[src/rtl/data_mem_dma_pkg.sv]
// Shared encodings for the data-memory fill/copy engine.
package data_mem_dma_pkg;

  localparam int ADDR_W_DEF = 8;
  localparam int DATA_W_DEF = 8;

  // Command opcodes; any opcode with bit 1 set is reserved and runs as a no-op.
  localparam logic [1:0] OP_FILL = 2'b00;
  localparam logic [1:0] OP_COPY = 2'b01;

  typedef enum logic [2:0] {
    IDLE    = 3'd0,
    FILL    = 3'd1,
    COPY_RD = 3'd2,
    COPY_WR = 3'd3,
    FINISH  = 3'd4
  } state_t;

endpackage

[src/rtl/data_mem_dma_if.sv]
// Core load/store path, engine command/status and the memory port, bundled.
interface data_mem_dma_if
  import data_mem_dma_pkg::*;
#(
  parameter int ADDR_W = ADDR_W_DEF,
  parameter int DATA_W = DATA_W_DEF
);
  // Core side
  logic              CpuWriteEn;
  logic              CpuReadEn;
  logic [ADDR_W-1:0] CpuAddress;
  logic [DATA_W-1:0] CpuDataIn;
  logic [DATA_W-1:0] CpuDataOut;
  logic              CpuStall;
  // Engine command and status
  logic              Start;
  logic [1:0]        Op;
  logic [ADDR_W-1:0] SrcAddr;
  logic [ADDR_W-1:0] DstAddr;
  logic [ADDR_W-1:0] Len;
  logic [DATA_W-1:0] FillValue;
  logic              Busy;
  logic              Done;
  // Memory port
  logic              MemWriteEn;
  logic              MemReadEn;
  logic [ADDR_W-1:0] MemAddress;
  logic [DATA_W-1:0] MemDataOut;
  logic [DATA_W-1:0] MemDataIn;

  modport slave (
    input  CpuWriteEn, CpuReadEn, CpuAddress, CpuDataIn,
    output CpuDataOut, CpuStall,
    input  Start, Op, SrcAddr, DstAddr, Len, FillValue,
    output Busy, Done,
    output MemWriteEn, MemReadEn, MemAddress, MemDataOut,
    input  MemDataIn
  );

  modport master (
    output CpuWriteEn, CpuReadEn, CpuAddress, CpuDataIn,
    input  CpuDataOut, CpuStall,
    output Start, Op, SrcAddr, DstAddr, Len, FillValue,
    input  Busy, Done,
    input  MemWriteEn, MemReadEn, MemAddress, MemDataOut,
    output MemDataIn
  );
endinterface

[src/rtl/data_mem_dma.sv]
// Memory-port owner: passes core loads/stores through when idle and runs a
// byte-at-a-time FILL or COPY engine that takes the port over while busy.
module data_mem_dma
  import data_mem_dma_pkg::*;
#(
  parameter int ADDR_W = ADDR_W_DEF,
  parameter int DATA_W = DATA_W_DEF
) (
  input logic           Clk,
  input logic           Reset,
  data_mem_dma_if.slave bus
);

  state_t            r_state;
  state_t            w_next;
  logic [ADDR_W-1:0] r_src;
  logic [ADDR_W-1:0] r_dst;
  logic [ADDR_W-1:0] r_rem;
  logic [DATA_W-1:0] r_fill;
  logic [DATA_W-1:0] r_latch;
  logic              w_cpu_req;

  assign w_cpu_req = bus.CpuWriteEn | bus.CpuReadEn;

  // State register; reset aborts any transfer immediately without a Done pulse.
  always_ff @(posedge Clk or negedge Reset) begin
    if (!Reset) r_state <= IDLE;
    else        r_state <= w_next;
  end

  // Address/count/data registers; addresses wrap naturally at 2**ADDR_W.
  always_ff @(posedge Clk or negedge Reset) begin
    if (!Reset) begin
      r_src   <= '0;
      r_dst   <= '0;
      r_rem   <= '0;
      r_fill  <= '0;
      r_latch <= '0;
    end else begin
      case (r_state)
        IDLE: begin
          if (bus.Start) begin
            r_src  <= bus.SrcAddr;
            r_dst  <= bus.DstAddr;
            r_rem  <= bus.Len;
            r_fill <= bus.FillValue;
          end
        end
        FILL: begin
          r_dst <= r_dst + 1'b1;
          r_rem <= r_rem - 1'b1;
        end
        COPY_RD: begin
          r_latch <= bus.MemDataIn;
          r_src   <= r_src + 1'b1;
        end
        COPY_WR: begin
          r_dst <= r_dst + 1'b1;
          r_rem <= r_rem - 1'b1;
        end
        default: ;
      endcase
    end
  end

  // Next state plus port mux: passthrough by default, engine owns the port while busy.
  always_comb begin
    w_next         = r_state;
    bus.MemWriteEn = bus.CpuWriteEn;
    bus.MemReadEn  = bus.CpuReadEn;
    bus.MemAddress = bus.CpuAddress;
    bus.MemDataOut = bus.CpuDataIn;
    bus.CpuDataOut = bus.MemDataIn;
    bus.CpuStall   = 1'b0;
    bus.Busy       = 1'b0;
    bus.Done       = 1'b0;
    case (r_state)
      IDLE: begin
        if (bus.Start) begin
          // Zero length or reserved opcode completes without touching memory.
          if ((bus.Len == '0) || bus.Op[1]) w_next = FINISH;
          else if (bus.Op == OP_FILL)       w_next = FILL;
          else                              w_next = COPY_RD;
        end
      end
      FILL: begin
        bus.MemWriteEn = 1'b1;
        bus.MemReadEn  = 1'b0;
        bus.MemAddress = r_dst;
        bus.MemDataOut = r_fill;
        bus.CpuDataOut = '0;
        bus.CpuStall   = w_cpu_req;
        bus.Busy       = 1'b1;
        if (r_rem == ADDR_W'(1)) w_next = FINISH;
      end
      COPY_RD: begin
        bus.MemWriteEn = 1'b0;
        bus.MemReadEn  = 1'b1;
        bus.MemAddress = r_src;
        bus.MemDataOut = '0;
        bus.CpuDataOut = '0;
        bus.CpuStall   = w_cpu_req;
        bus.Busy       = 1'b1;
        w_next         = COPY_WR;
      end
      COPY_WR: begin
        bus.MemWriteEn = 1'b1;
        bus.MemReadEn  = 1'b0;
        bus.MemAddress = r_dst;
        bus.MemDataOut = r_latch;
        bus.CpuDataOut = '0;
        bus.CpuStall   = w_cpu_req;
        bus.Busy       = 1'b1;
        w_next         = (r_rem == ADDR_W'(1)) ? FINISH : COPY_RD;
      end
      FINISH: begin
        bus.Done = 1'b1;
        w_next   = IDLE;
      end
      default: w_next = IDLE;
    endcase
  end

endmodule

[src/flat_wrapper.sv]
// flat-port wrapper written by rule: the top's interface ports become plain ports
module data_mem_dma_flat import data_mem_dma_pkg::*;
#(
  parameter int ADDR_W = ADDR_W_DEF,
  parameter int DATA_W = DATA_W_DEF
)
  (Clk, Reset, bus_CpuWriteEn, bus_CpuReadEn, bus_CpuAddress, bus_CpuDataIn, bus_CpuDataOut, bus_CpuStall, bus_Start, bus_Op, bus_SrcAddr, bus_DstAddr, bus_Len, bus_FillValue, bus_Busy, bus_Done, bus_MemWriteEn, bus_MemReadEn, bus_MemAddress, bus_MemDataOut, bus_MemDataIn);
  data_mem_dma_if #(.ADDR_W(ADDR_W), .DATA_W(DATA_W)) bus_i ();
  input logic Clk;
  input logic Reset;
  input wire logic [$bits(bus_i.CpuWriteEn)-1:0] bus_CpuWriteEn;
  input wire logic [$bits(bus_i.CpuReadEn)-1:0] bus_CpuReadEn;
  input wire logic [$bits(bus_i.CpuAddress)-1:0] bus_CpuAddress;
  input wire logic [$bits(bus_i.CpuDataIn)-1:0] bus_CpuDataIn;
  output wire logic [$bits(bus_i.CpuDataOut)-1:0] bus_CpuDataOut;
  output wire logic [$bits(bus_i.CpuStall)-1:0] bus_CpuStall;
  input wire logic [$bits(bus_i.Start)-1:0] bus_Start;
  input wire logic [$bits(bus_i.Op)-1:0] bus_Op;
  input wire logic [$bits(bus_i.SrcAddr)-1:0] bus_SrcAddr;
  input wire logic [$bits(bus_i.DstAddr)-1:0] bus_DstAddr;
  input wire logic [$bits(bus_i.Len)-1:0] bus_Len;
  input wire logic [$bits(bus_i.FillValue)-1:0] bus_FillValue;
  output wire logic [$bits(bus_i.Busy)-1:0] bus_Busy;
  output wire logic [$bits(bus_i.Done)-1:0] bus_Done;
  output wire logic [$bits(bus_i.MemWriteEn)-1:0] bus_MemWriteEn;
  output wire logic [$bits(bus_i.MemReadEn)-1:0] bus_MemReadEn;
  output wire logic [$bits(bus_i.MemAddress)-1:0] bus_MemAddress;
  output wire logic [$bits(bus_i.MemDataOut)-1:0] bus_MemDataOut;
  input wire logic [$bits(bus_i.MemDataIn)-1:0] bus_MemDataIn;
  assign bus_i.CpuWriteEn = bus_CpuWriteEn;
  assign bus_i.CpuReadEn = bus_CpuReadEn;
  assign bus_i.CpuAddress = bus_CpuAddress;
  assign bus_i.CpuDataIn = bus_CpuDataIn;
  assign bus_CpuDataOut = bus_i.CpuDataOut;
  assign bus_CpuStall = bus_i.CpuStall;
  assign bus_i.Start = bus_Start;
  assign bus_i.Op = bus_Op;
  assign bus_i.SrcAddr = bus_SrcAddr;
  assign bus_i.DstAddr = bus_DstAddr;
  assign bus_i.Len = bus_Len;
  assign bus_i.FillValue = bus_FillValue;
  assign bus_Busy = bus_i.Busy;
  assign bus_Done = bus_i.Done;
  assign bus_MemWriteEn = bus_i.MemWriteEn;
  assign bus_MemReadEn = bus_i.MemReadEn;
  assign bus_MemAddress = bus_i.MemAddress;
  assign bus_MemDataOut = bus_i.MemDataOut;
  assign bus_i.MemDataIn = bus_MemDataIn;
  data_mem_dma #(.ADDR_W(ADDR_W), .DATA_W(DATA_W)) u_core (.Clk(Clk), .Reset(Reset), .bus(bus_i));
endmodule
[config.mk]
export PLATFORM = sky130hd
export DESIGN_NAME = data_mem_dma_flat
export DESIGN_NICKNAME = d
export VERILOG_FILES = /design/src/rtl/data_mem_dma_pkg.sv /design/src/rtl/data_mem_dma_if.sv /design/src/rtl/data_mem_dma.sv /design/src/flat_wrapper.sv
export SDC_FILE = /design/constraint.sdc
export NUM_CORES = 1
export LEC_CHECK = 0
export CAP_MARGIN = 20
export CELL_PAD_IN_SITES_DETAIL_PLACEMENT = 1
export CELL_PAD_IN_SITES_GLOBAL_PLACEMENT = 2
export CORE_MARGIN = 5
export CORE_UTILIZATION = 25
export CTS_CLUSTER_SIZE = 10
export DETAILED_ROUTE_END_ITERATION = 16
export PLACE_DENSITY_LB_ADDON = 0.1
export SYNTH_ARGS = -nofsm -noshare
export SYNTH_HDL_FRONTEND = slang
export SYNTH_SLANG_ARGS = --single-unit
[constraint.sdc]
create_clock -name Clk -period 2.54 [get_ports Clk]
set_clock_uncertainty 0.15 [all_clocks]
set_input_delay 0.508 -clock Clk [delete_from_list [all_inputs] [get_ports Clk]]
set_output_delay 0.508 -clock Clk [all_outputs]
set_load 0.02 [all_outputs]
# Word-level counts from Yosys, hierarchy flattened
# Cells that the tools add are included.
# word_totals
ff_bits,43
latchBits,0
mem_bits_rw,0
romBits,0
inputBits,63
wordCells,49
n_memories,0
# classes
addsub,3
n_mul,0
div_mod_pow,0
n_lt_le_gt_ge,0
eq_ne,7
n_shift,0
mux,20
bitwise_logic,1
n_reduce_logical,12
# op_table
operator,n
case mux 8 bit (2 select lines),4
two-way mux 8 bit,4
case mux 8 bit (3 select lines),1
adder 8 x 1 -> 8 bit (second input constant),2
two-way mux 3 bit,4
case mux 3 bit (4 select lines),1
== test 8 x 1 -> 1 bit (second input constant),1
logical NOT 8 bit,1
AND reduction 2 bit,4
subtractor 8 x 1 -> 8 bit (second input constant),1
== test 3 x 2 -> 1 bit (second input constant),2
case mux 1 bit (2 select lines),2
nonzero test 2 bit,2
== test 3 x 1 -> 1 bit (second input constant),1
== test 3 bit (second input constant),1
logical NOT 3 bit,1
two-way mux 1 bit,3
OR reduction 3 bit,1
logical NOT 2 bit,1
two-way mux 2 bit,1
!= test 2 x 1 -> 1 bit (second input constant),1
!= test 2 bit (second input constant),1
OR reduction 2 bit,1
logical OR 1 bit,1
OR 1 bit,1

# Depth between registers and ports, before layout
# Gate-level depths: netlist (run 1).
# depth
ltp_word,5
ltp_mapped,7

# Worst setup path after synthesis (run 1)
# OpenSTA, ideal clock, no wires.
# synth_timing
path_kind,reg-to-output
startpoint,register u_core.r_state[1]
endpoint,output bus_MemDataOut[0]
t_arrival_ns,1.475
required_ns,1.882
path_slack_ns,0.407
path_stages_with_launch,5
path_buffers,2
path_cell_list,dfrtp_1 clkbuf_2 buf_1 mux2i_1 o21ai_0
# synth_via
elab_chain_len,2
word_cells_on_any_way,4
# synth_lines
item,line_no,rtl
start: declaration,data_mem_dma.sv:14,state_t r_state;
start signal: assignment,data_mem_dma.sv:28,else r_state <= w_next;
== test 3 x 2 -> 1 bit / == test 3 x 1 -> 1 bit (equally long branches),data_mem_dma.sv:77,case (r_state)
case mux 8 bit (3 select lines) (*),data_mem_dma.sv:77,
end: declaration,flat_wrapper.sv:28,output wire logic [$bits(bus_i.MemDataOut)-1:0] bus_MemDataOut;
# Mark *: on every way between the ends. The rest lies on a longest branch, timed or not.

# Worst setup path in the final report (run 1)
# layout_timing
startpoint,register u_core.r_state[1]
endpoint,output bus_MemAddress[2]
# layout_via
elab_chain_len,3
word_cells_on_any_way,5
# layout_lines
item,line_no,rtl
== test 3 x 1 -> 1 bit / == test 3 x 2 -> 1 bit (equally long branches),data_mem_dma.sv:77,
OR reduction 2 bit (no source line),n/a,
case mux 8 bit (2 select lines) (*),data_mem_dma.sv:77,
end: declaration,flat_wrapper.sv:27,output wire logic [$bits(bus_i.MemAddress)-1:0] bus_MemAddress;
# Marked as above.

==> results of run 1 <==
[kinds of logic after synthesis]
logic type / Yosys count
multiplexers: 8
AO/OA/AOI/OAI: 71
AND/OR/NAND/NOR: 156
adder cells (fa/ha/maj): 4
flip-flops: 43
buffers and inverters: 30
[area by class of cell]
cell class | instances | area, um2 | share of cell area
multi-input cells | 240 | 1360 | 0.361
flip-flops and latches | 43 | 1080 | 0.285
repair buffers | 111 | 1060 | 0.281
well taps | 133 | 166 | 0.0441
clock buffers | 7 | 76.3 | 0.0202
inverters | 8 | 30.0 | 0.00796
clock inverters | 1 | 5.00 | 0.00133
[critical path, cell delays in order, from the launching register on]
cell	delay [ns]
dfrtp_1	0.41
nor2_1	0.17
or2_4	0.24
buf_4	0.16
nand2_1	0.05
o21ai_0	0.06
dlygate4sd2_1	0.37
[per-stage QoR]
stage / cells / cell area [um2] / total power, mW
after floorplan: 312 / 2550 / 2.93
after global placement: 533 / 3690 / 4.15
after detailed placement: 533 / 3690 / 4.19
after CTS: 543 / 3760 / 4.54
after global routing: 543 / 3770 / 4.88
final: 543 / 3770 / 4.47
[cell usage in the layout (no fill, tap or decap), types with 5 or more instances in the layout]
cell | netlist | routed
nand2_1 | 78 | 78
clkdlybuf4s50_1 | 0 | 63
dfrtp_1 | 43 | 43
nor2_1 | 27 | 27
o21ai_0 | 26 | 26
dlygate4sd2_1 | 0 | 21
buf_4 | 1 | 18
and2_1 | 10 | 10
a21oi_1 | 10 | 10
a22oi_1 | 9 | 9
inv_1 | 8 | 8
mux2i_1 | 8 | 8
nand3_1 | 8 | 8
nor3_1 | 7 | 7
a211oi_1 | 6 | 6
o22ai_1 | 5 | 5
nand4_1 | 5 | 5
clkbuf_8 | 0 | 5
[registers in the layout, indices dropped and copies added, names as in the netlist]
register        count
u_core.r_latch      8
u_core.r_fill       8
u_core.r_state      3
u_core.r_rem        8
u_core.r_src        8
u_core.r_dst        8
[worst paths after layout]
kind	startpoint	end	depth (start not counted)
max in group asynchronous	Reset	u_core.r_latch[7]$_DFFE_PN0P_	2
setup reg to reg	u_core.r_state[0]$_DFFE_PN0P_	u_core.r_dst[7]$_DFFE_PN0P_	7
hold reg to reg	u_core.r_fill[1]$_DFFE_PN0P_	u_core.r_fill[1]$_DFFE_PN0P_	2
min in group Clk	u_core.r_fill[1]$_DFFE_PN0P_	u_core.r_fill[1]$_DFFE_PN0P_	2
hold / removal	Reset	u_core.r_dst[2]$_DFFE_PN0P_	1
setup / recovery	u_core.r_state[1]$_DFFE_PN0P_	bus_MemAddress[2]	6
[power breakdown]
| group | total [mW] | leakage [nW] | internal [mW] | switching [mW] |
|---|---|---|---|---|
| logic | 2.70 | 1.11 | 1.14 | 1.56 |
| clock network | 0.430 | 0.0422 | 0.194 | 0.237 |
| registers | 1.34 | 0.504 | 1.02 | 0.323 |
| total | 4.47 | 1.66 | 2.35 | 2.12 |
[synth_stat cells (2+ instances only)]
library cell / n / area, um2
clkbuf_1: 11 / 41.3
a311oi_1: 3 / 26.3
o21ai_0: 26 / 130
buf_6: 2 / 22.5
nor4b_2: 2 / 30.0
a211oi_1: 6 / 45.0
nand4_1: 5 / 31.3
nor3_1: 7 / 35.0
o311ai_0: 2 / 17.5
buf_1: 2 / 7.51
nand3_1: 8 / 40.0
nor2_1: 27 / 101
nor4_1: 2 / 12.5
o22ai_1: 5 / 31.3
a31oi_1: 2 / 12.5
inv_1: 8 / 30.0
nor2b_1: 3 / 18.8
dfrtp_1: 43 / 1080
a22oi_1: 9 / 67.6
mux2i_1: 8 / 80.1
nand2_1: 78 / 293
ha_1: 4 / 50.1
buf_2: 5 / 25.0
a21oi_1: 10 / 50.1
o211ai_1: 2 / 15.0
and2_1: 10 / 62.6
[metal layers]
layer | routed length, um | vias to the layer above
met4 | 59 | 0
met2 | 4390 | 62
li1 | - | 1283
met5 | 0 | -
met3 | 399 | 5
met1 | 4350 | 1247
[repair_timing]
item                                    in CTS  in global routing
pin swaps                                    1                  0
setup buffers                                1                  0
gates cloned                                 1                  0
resized for setup                           29                  7
hold buffers                                 0                  0
endpoints found under the setup margin      28                  6
==> summary.txt, run 1 <==
Run status
  • Status: finished clean

Global route
  • First-pass GRT wire length: roughly 15 mm
  • Grt peak-use layer: met2
  • Gr usage total: 0.151
  • Pin count of the biggest net entering global routing: 26
  • Total grt overflow: 0
  • Met2 Use GR: 0.254
  • Initial antenna violation count: 0
  • GR met1 Demand/Resource: 0.196
  • Met3 GRT Util: 0.0366
  • Vias in the first global route: between 2000 and 3000

Yosys
  • Async set-reset flop share out of synthesis: 1.00
  • Syn_nets: roughly 380
  • Mux cell area share after synthesis: 0.0314
  • Synth warnings: 0
  • Adder-Cell Fraction of Synth Area: 0.0197
  • Cells after synthesis: between 300 and 400
  • Top FF cell, synth: dfrtp_1
  • Post-synthesis sequential area ratio: 0.423
  • Post-synthesis xor/xnor area fraction: 0
  • Number of synthesized flops with an enable pin: 0
  • Avg Inst Size Synth: a little over 8 um2
  • Post-synth cell types: 48
  • Yosys reg bits: 43
  • Post-Syn Area: ~2500 um2
  • Synth Area in Simple Gates: 0.295
  • Largest family of logic cells by synthesized area: simple AND/OR/NAND/NOR gates
  • Synth Area in Compound Gates: 0.177

Cells and area
  • Final cell utilization of the core: 0.383
  • # diodes: 0
  • Ratio of cells with drive above 1 in the final layout: 0.0951
  • Area growth from synthesis to layout: 48.2%
  • Nets: 476
  • Filler cells: between 1000 and 1500

STA
  • Rel. slew slack: 0.646
  • Worst Tran Pin Value: 0.532 ns
  • Slew Limit Fails: 0
  • RSZ-0062 raised after global routing: no
  • Final hold vios: 0
  • Setup violations, final: 0
  • Worst Setup Slack, final: roughly 0.12 ns
  • Final period utilization: 0.952
  • Fin Hold WS: 0.0312 ns
  • Top achievable clock speed: between 0.4 and 0.5 GHz
  • Post-route setup TNS: 0 ns
  • Tmin final: ~2.4 ns

Detailed routing
  • Final ANT Viol Nets: 0
  • Vias after detailed routing: approximately 2600
  • DR pass1 iterations: 4
  • Post-route DRC: 0
  • Post-Route WL: slightly above 9 mm
  • Avg WL per Cell: roughly 17 um
  • Vias per cell: between 4 and 5
  • DR iter-0 viols: 61

Clock network
  • Clock sink total: 43
  • Clk pin slew, worst setup/hold paths: around 0.080 ns
  • Worst-case clock buffer depth: 2
  • CTS Buf Count: 5
  • Clock root buffer: clkbuf_8
  • H-tree depth: 2
  • TritonCTS clock tree: done
  • Clock latency on the worst-skew pair: just under 0.3 ns

Critical path
  • Crit path DAT: about 1.8 ns
  • Worst R2R Setup Slack: approximately 0.5 ns
  • Critical path class: reg -> out
  • Crit start category: flop
  • Req. time, crit path: roughly 1.9 ns
  • Crit end category: output pin
  • Worst-path fanout max: 10

Floorplan
  • Die height: 111 um
  • Die area: between 10000 and 15000 um2
  • Num ports: 92
  • CORE AREA: ~9900 um2
  • Initial Util: 0.258
  • Cell Rows: 36
  • Die width: roughly 110 um

Job
  • Max Cap Viol: 0

Worst hold path
  • Min-Delay Path Class: in -> async

Placement
  • Place WS: approximately 0.063 ns
  • RePlAce Congestion: between 0.7 and 0.8
  • Hpwl dp: roughly 6.8 mm
  • I/O Buffers: 91

Power and ir drop
  • Maximum vdd drop: roughly 0.37 mV
  • PD cells: between 1000 and 1500 nW/um2
  • Leakage: between 1.5 and 2 nW
No activity file was read; power rests on OpenSTA's default activity.
==> run 2: changes to the inputs <==
--- a/config.mk
+++ b/config.mk
@@ -12,6 +12,7 @@
 export CORE_UTILIZATION = 25
 export CTS_CLUSTER_SIZE = 10
 export DETAILED_ROUTE_END_ITERATION = 16
+export HOLD_SLACK_MARGIN = 0.05
 export PLACE_DENSITY_LB_ADDON = 0.1
 export SYNTH_ARGS = -nofsm -noshare
 export SYNTH_HDL_FRONTEND = slang
==> summary.txt, run 2 (synthesized netlist as in run 1, its figures left out) <==
Run status
  • Status: finished clean

Placement
  • RePlAce Congestion: ~0.76
  • Place WS: approximately 0.063 ns
  • Hpwl dp: between 6 and 7 mm
  • I/O Buffers: 91

Global route
  • Initial antenna violation count: 0
  • Pin count of the biggest net entering global routing: 26
  • Vias in the first global route: about 2900
  • First-pass GRT wire length: between 15 and 20 mm
  • Total grt overflow: 0
  • Gr usage total: 0.151

Power and ir drop
  • PD cells: ~1200 nW/um2
  • Leakage: 1.66 nW
  • Maximum vdd drop: between 0.3 and 0.4 mV

Worst hold path
  • Min-Delay Path Class: reg -> reg
  • Hold Crit Start: u_core.r_fill[1]$_DFFE_PN0P_

Cells and area
  • Nets: between 400 and 500
  • Area growth from synthesis to layout: 48.6%
  • Ratio of cells with drive above 1 in the final layout: 0.0949
  • # diodes: 0
  • Commonest non-fill, non-tap cell in the layout: nand2_1
  • Commonest non-fill, non-tap cells in the layout: nand2_1 (78), clkdlybuf4s50_1 (63), dfrtp_1 (43)

Job
  • Max Cap Viol: 0

Critical path
  • Crit path DAT: ~1.8 ns
  • CP max stage delay: ~0.41 ns
  • Worst Setup SP: u_core.r_state[1]$_DFFE_PN0P_
  • Slowest CP cell: dfrtp_1
  • CP Cell Sequence: nor2_1 -> or2_4 -> buf_4 -> nand2_1 -> o21ai_0 -> dlygate4sd2_1
  • Critical path class: reg -> out
  • Crit end category: output pin
  • Req. time, crit path: approximately 1.9 ns
  • Worst-path fanout max: 10
  • Crit start category: flop
  • RR Startpoint: u_core.r_state[0]$_DFFE_PN0P_

Clock network
  • Worst-case clock buffer depth: 2
  • CTS Buf Count: 5
  • H-tree depth: 2
  • Clock root buffer: clkbuf_8
  • TritonCTS clock tree: done
  • Clk pin slew, worst setup/hold paths: roughly 0.08 ns
  • Clock latency on the worst-skew pair: about 0.30 ns
  • Clock sink total: 43

STA
  • Worst Tran Pin Value: between 0.5 and 0.6 ns
  • Top achievable clock speed: 0.413 GHz
  • RSZ-0062 raised after global routing: no
  • Slew Limit Fails: 0
  • Tmin final: 2.42 ns
  • Final period utilization: 0.954
  • Worst Setup Slack, final: about 0.12 ns
  • Rel. slew slack: 0.646
  • Setup violations, final: 0
  • Post-route setup TNS: 0 ns
  • Final hold vios: 0

Detailed routing
  • Vias after detailed routing: 2611
  • Vias per cell: ~4.8
  • Post-route DRC: 0
  • DR pass1 iterations: 4
  • Post-Route WL: between 9 and 10 mm
  • Final ANT Viol Nets: 0
  • DR iter-0 viols: between 60 and 70
  • Avg WL per Cell: around 17 um

Floorplan
  • Die height: 111 um
  • Die width: 111 um
  • Initial Util: 0.258
  • Cell Rows: 36
  • CORE AREA: between 9000 and 10000 um2
  • Num ports: between 90 and 100
  • Die area: 12300 um2
-- run 2: per-layer routing --
layer  track usage  wire length [um]
met2         0.254              4420
met5             0                 0
met4        0.0304                59
met1         0.196              4330
met3        0.0371               426
-- run 2: worst paths after layout --
| check | to | slack (ns) | depth (start not counted) |
|---|---|---|---|
| max reg2reg | u_core.r_dst[7]$_DFFE_PN0P_ | 0.50 | 7 |
| min | u_core.r_fill[1]$_DFFE_PN0P_ | 0.33 | 2 |
| max in group asynchronous | u_core.r_latch[7]$_DFFE_PN0P_ | 1.14 | 3 |
| min in group asynchronous | u_core.r_dst[0]$_DFFE_PN0P_ | 0.56 | 2 |
| min reg2reg | u_core.r_fill[1]$_DFFE_PN0P_ | 0.33 | 2 |
| max | bus_MemAddress[2] | 0.12 | 6 |
-- run 2: power by group --
part / internal (mW) / switching [mW]
sequential: 1.02 / 0.324
clock: 0.194 / 0.239
combinational: 1.14 / 1.56
-- run 2: final cells by class --
| class | count | area (um2) |
|---|---|---|
| Tap cell | 133 | 166 |
| Multi-Input combinational cell | 240 | 1360 |
| Timing Repair Buffer | 112 | 1070 |
| Clock buffer | 7 | 76.3 |
| Sequential cell | 43 | 1080 |
| Fill cell | 1185 | 6080 |
| Clock inverter | 1 | 5.00 |
| Inverter | 8 | 30.0 |
-- run 2: timing repair --
item                       CTS  global route
setup endpoints to repair   28             6
pin swaps                    1             0
gates cloned                 1             0
hold endpoints to repair     9             0
buffers inserted             1             0
hold buffers                 1             0
gates resized for setup     29             7
-- run 2: metrics by stage --
stage          std cells  hold WS, ns  power [mW]  utilization  cell area (um2)
2_1_floorplan        312       0.0624        2.93            -             2550
3_3_place_gp         533        0.309        4.15        0.374             3690
3_5_place_dp         533        0.316        4.19        0.374             3690
4_1_cts              544        0.335        4.54        0.383             3770
5_1_grt              544        0.367        4.88        0.384             3780
6_report             544        0.330        4.47        0.384             3780
-- run 2: worst max-delay path: cells and delay by family, from the launching register on --
kind,cells,cell delay [ns]
buffers and inverters,2,0.53
and+or+nand+nor,3,0.47
DFF,1,0.41
AOI/OAI and AO/OA,1,0.07
==> run 3: changes to the inputs <==
--- a/config.mk
+++ b/config.mk
@@ -14,6 +14,7 @@
 export DETAILED_ROUTE_END_ITERATION = 16
 export HOLD_SLACK_MARGIN = 0.05
 export PLACE_DENSITY_LB_ADDON = 0.1
+export SKIP_CTS_REPAIR_TIMING = 1
 export SYNTH_ARGS = -nofsm -noshare
 export SYNTH_HDL_FRONTEND = slang
 export SYNTH_SLANG_ARGS = --single-unit
==> summary.txt, run 3 (synthesized netlist as in run 1, its figures left out) <==
Cells and area
  • Area of the multi-input gates: roughly 1400 um2
  • Nets: 481
  • Filler cells: ~1200
  • Area growth from synthesis to layout: 53.3%
  • Commonest non-fill, non-tap cells in the layout: nand2_1 (78), clkdlybuf4s50_1 (63), dfrtp_1 (43)
  • Register Area: 1080 um2
  • Commonest non-fill, non-tap cell in the layout: nand2_1
  • Design area: 3900 um2
  • Ratio of cells with drive above 1 in the final layout: 0.108
  • # diodes: 0

Placement
  • Post-place instance area: between 3000 and 4000 um2
  • Place WS: around 0.063 ns
  • RePlAce Congestion: between 0.7 and 0.8
  • Hpwl dp: ~6.8 mm
  • I/O Buffers: approximately 90

Clock network
  • Clock root buffer: clkbuf_8
  • Clk pin slew, worst setup/hold paths: roughly 0.090 ns
  • Clock sink total: 43
  • Worst-case clock buffer depth: 2
  • CTS Buf Count: 5
  • Clock latency on the worst-skew pair: slightly below 0.3 ns
  • H-tree depth: 2
  • TritonCTS clock tree: done

Detailed routing
  • Final ANT Viol Nets: 0
  • DR iter-0 viols: 68
  • Avg WL per Cell: ~17 um
  • DR pass1 iterations: 6
  • Post-Route WL: between 9 and 10 mm
  • Post-route DRC: 0
  • Vias per cell: between 4 and 5
  • Vias after detailed routing: ~2600

STA
  • Tmin final: around 2.4 ns
  • Worst Setup Slack, final: roughly 0.15 ns
  • Slew Limit Fails: 0
  • Post-route setup TNS: 0 ns
  • RSZ-0062 raised after global routing: no
  • Final hold vios: 0
  • Setup violations, final: 0
  • Rel. slew slack: 0.648
  • Final period utilization: 0.939
  • Worst Tran Pin Value: ~0.53 ns
  • Top achievable clock speed: approximately 0.42 GHz

Critical path
  • Crit path DAT: around 1.7 ns
  • RR Startpoint: u_core.r_state[0]$_DFFE_PN0P_
  • Crit start category: flop
  • Critical path class: reg -> out
  • Worst Setup SP: u_core.r_state[1]$_DFFE_PN0P_
  • Crit end category: output pin
  • Req. time, crit path: about 1.9 ns
  • Worst-path fanout max: 8

Floorplan
  • CORE AREA: just under 10000 um2
  • Cell Rows: 36
  • Die width: approximately 110 um
  • Die area: ~12000 um2
  • Num ports: just over 90
  • Die height: about 110 um
  • Initial Util: 0.258

Global route
  • Gr usage total: 0.147
  • Initial antenna violation count: 0
  • First-pass GRT wire length: ~15 mm
  • Vias in the first global route: about 2900
  • Pin count of the biggest net entering global routing: 27
  • Total grt overflow: 0

Run status
  • Status: finished clean

Power and ir drop
  • Overall Power: between 4 and 5 mW
  • Leakage: 1.93 nW
  • PD cells: roughly 1200 nW/um2
  • Maximum vdd drop: around 0.37 mV

Job
  • Max Cap Viol: 0

Worst hold path
  • Min-Delay Path Class: in -> async
[run 3: final timing paths]
kind	depth (start not counted)	to	slack, ns
hold reg to reg	2	u_core.r_fill[1]$_DFFE_PN0P_	0.33
max in group asynchronous	2	u_core.r_latch[7]$_DFFE_PN0P_	1.68
setup / recovery	4	bus_Busy	0.15
setup reg to reg	7	u_core.r_dst[7]$_DFFE_PN0P_	0.49
hold / removal	1	u_core.r_dst[2]$_DFFE_PN0P_	0.03
min in group Clk	2	u_core.r_fill[1]$_DFFE_PN0P_	0.33
[run 3: where the power goes]
| part | switching, mW | internal (mW) |
|---|---|---|
| Sequential | 0.319 | 1.02 |
| Clock | 0.237 | 0.194 |
| Combinational | 1.58 | 1.32 |
| Total | 2.13 | 2.53 |
[run 3: per-layer routing]
layer  vias up  part of all wire  track usage
li1       1292                 -            -
met3         4             0.048       0.0366
met5         -                 0            0
met2        78              0.48        0.248
met1      1267              0.47        0.192
met4         0            0.0055       0.0320
[run 3: through the flow]
| step | utilization | std cells | hold slack [ns] |
|---|---|---|---|
| after global routing | 0.396 | 548 | 0.0557 |
| after CTS | 0.382 | 541 | 0.0411 |
| final | 0.396 | 548 | 0.0284 |
| after detailed placement | 0.374 | 533 | 0.316 |
| after floorplan | - | 312 | 0.0624 |
| after global placement | 0.374 | 533 | 0.309 |
[run 3: critical path, stage by stage (launching register included)]
cell,delay (ns)
dfrtp_1,0.39
nor2_1,0.08
or2_4,0.30
inv_1,0.07
clkdlybuf4s50_1,0.60
[run 3: cell type report]
| class | instances | share of cell area |
|---|---|---|
| flip-flops and latches | 43 | 0.276 |
| clock inverters | 1 | 0.00128 |
| clock buffers | 7 | 0.0196 |
| inverters | 8 | 0.00769 |
| repair buffers | 116 | 0.304 |
| well taps | 133 | 0.0426 |
| multi-input cells | 240 | 0.349 |
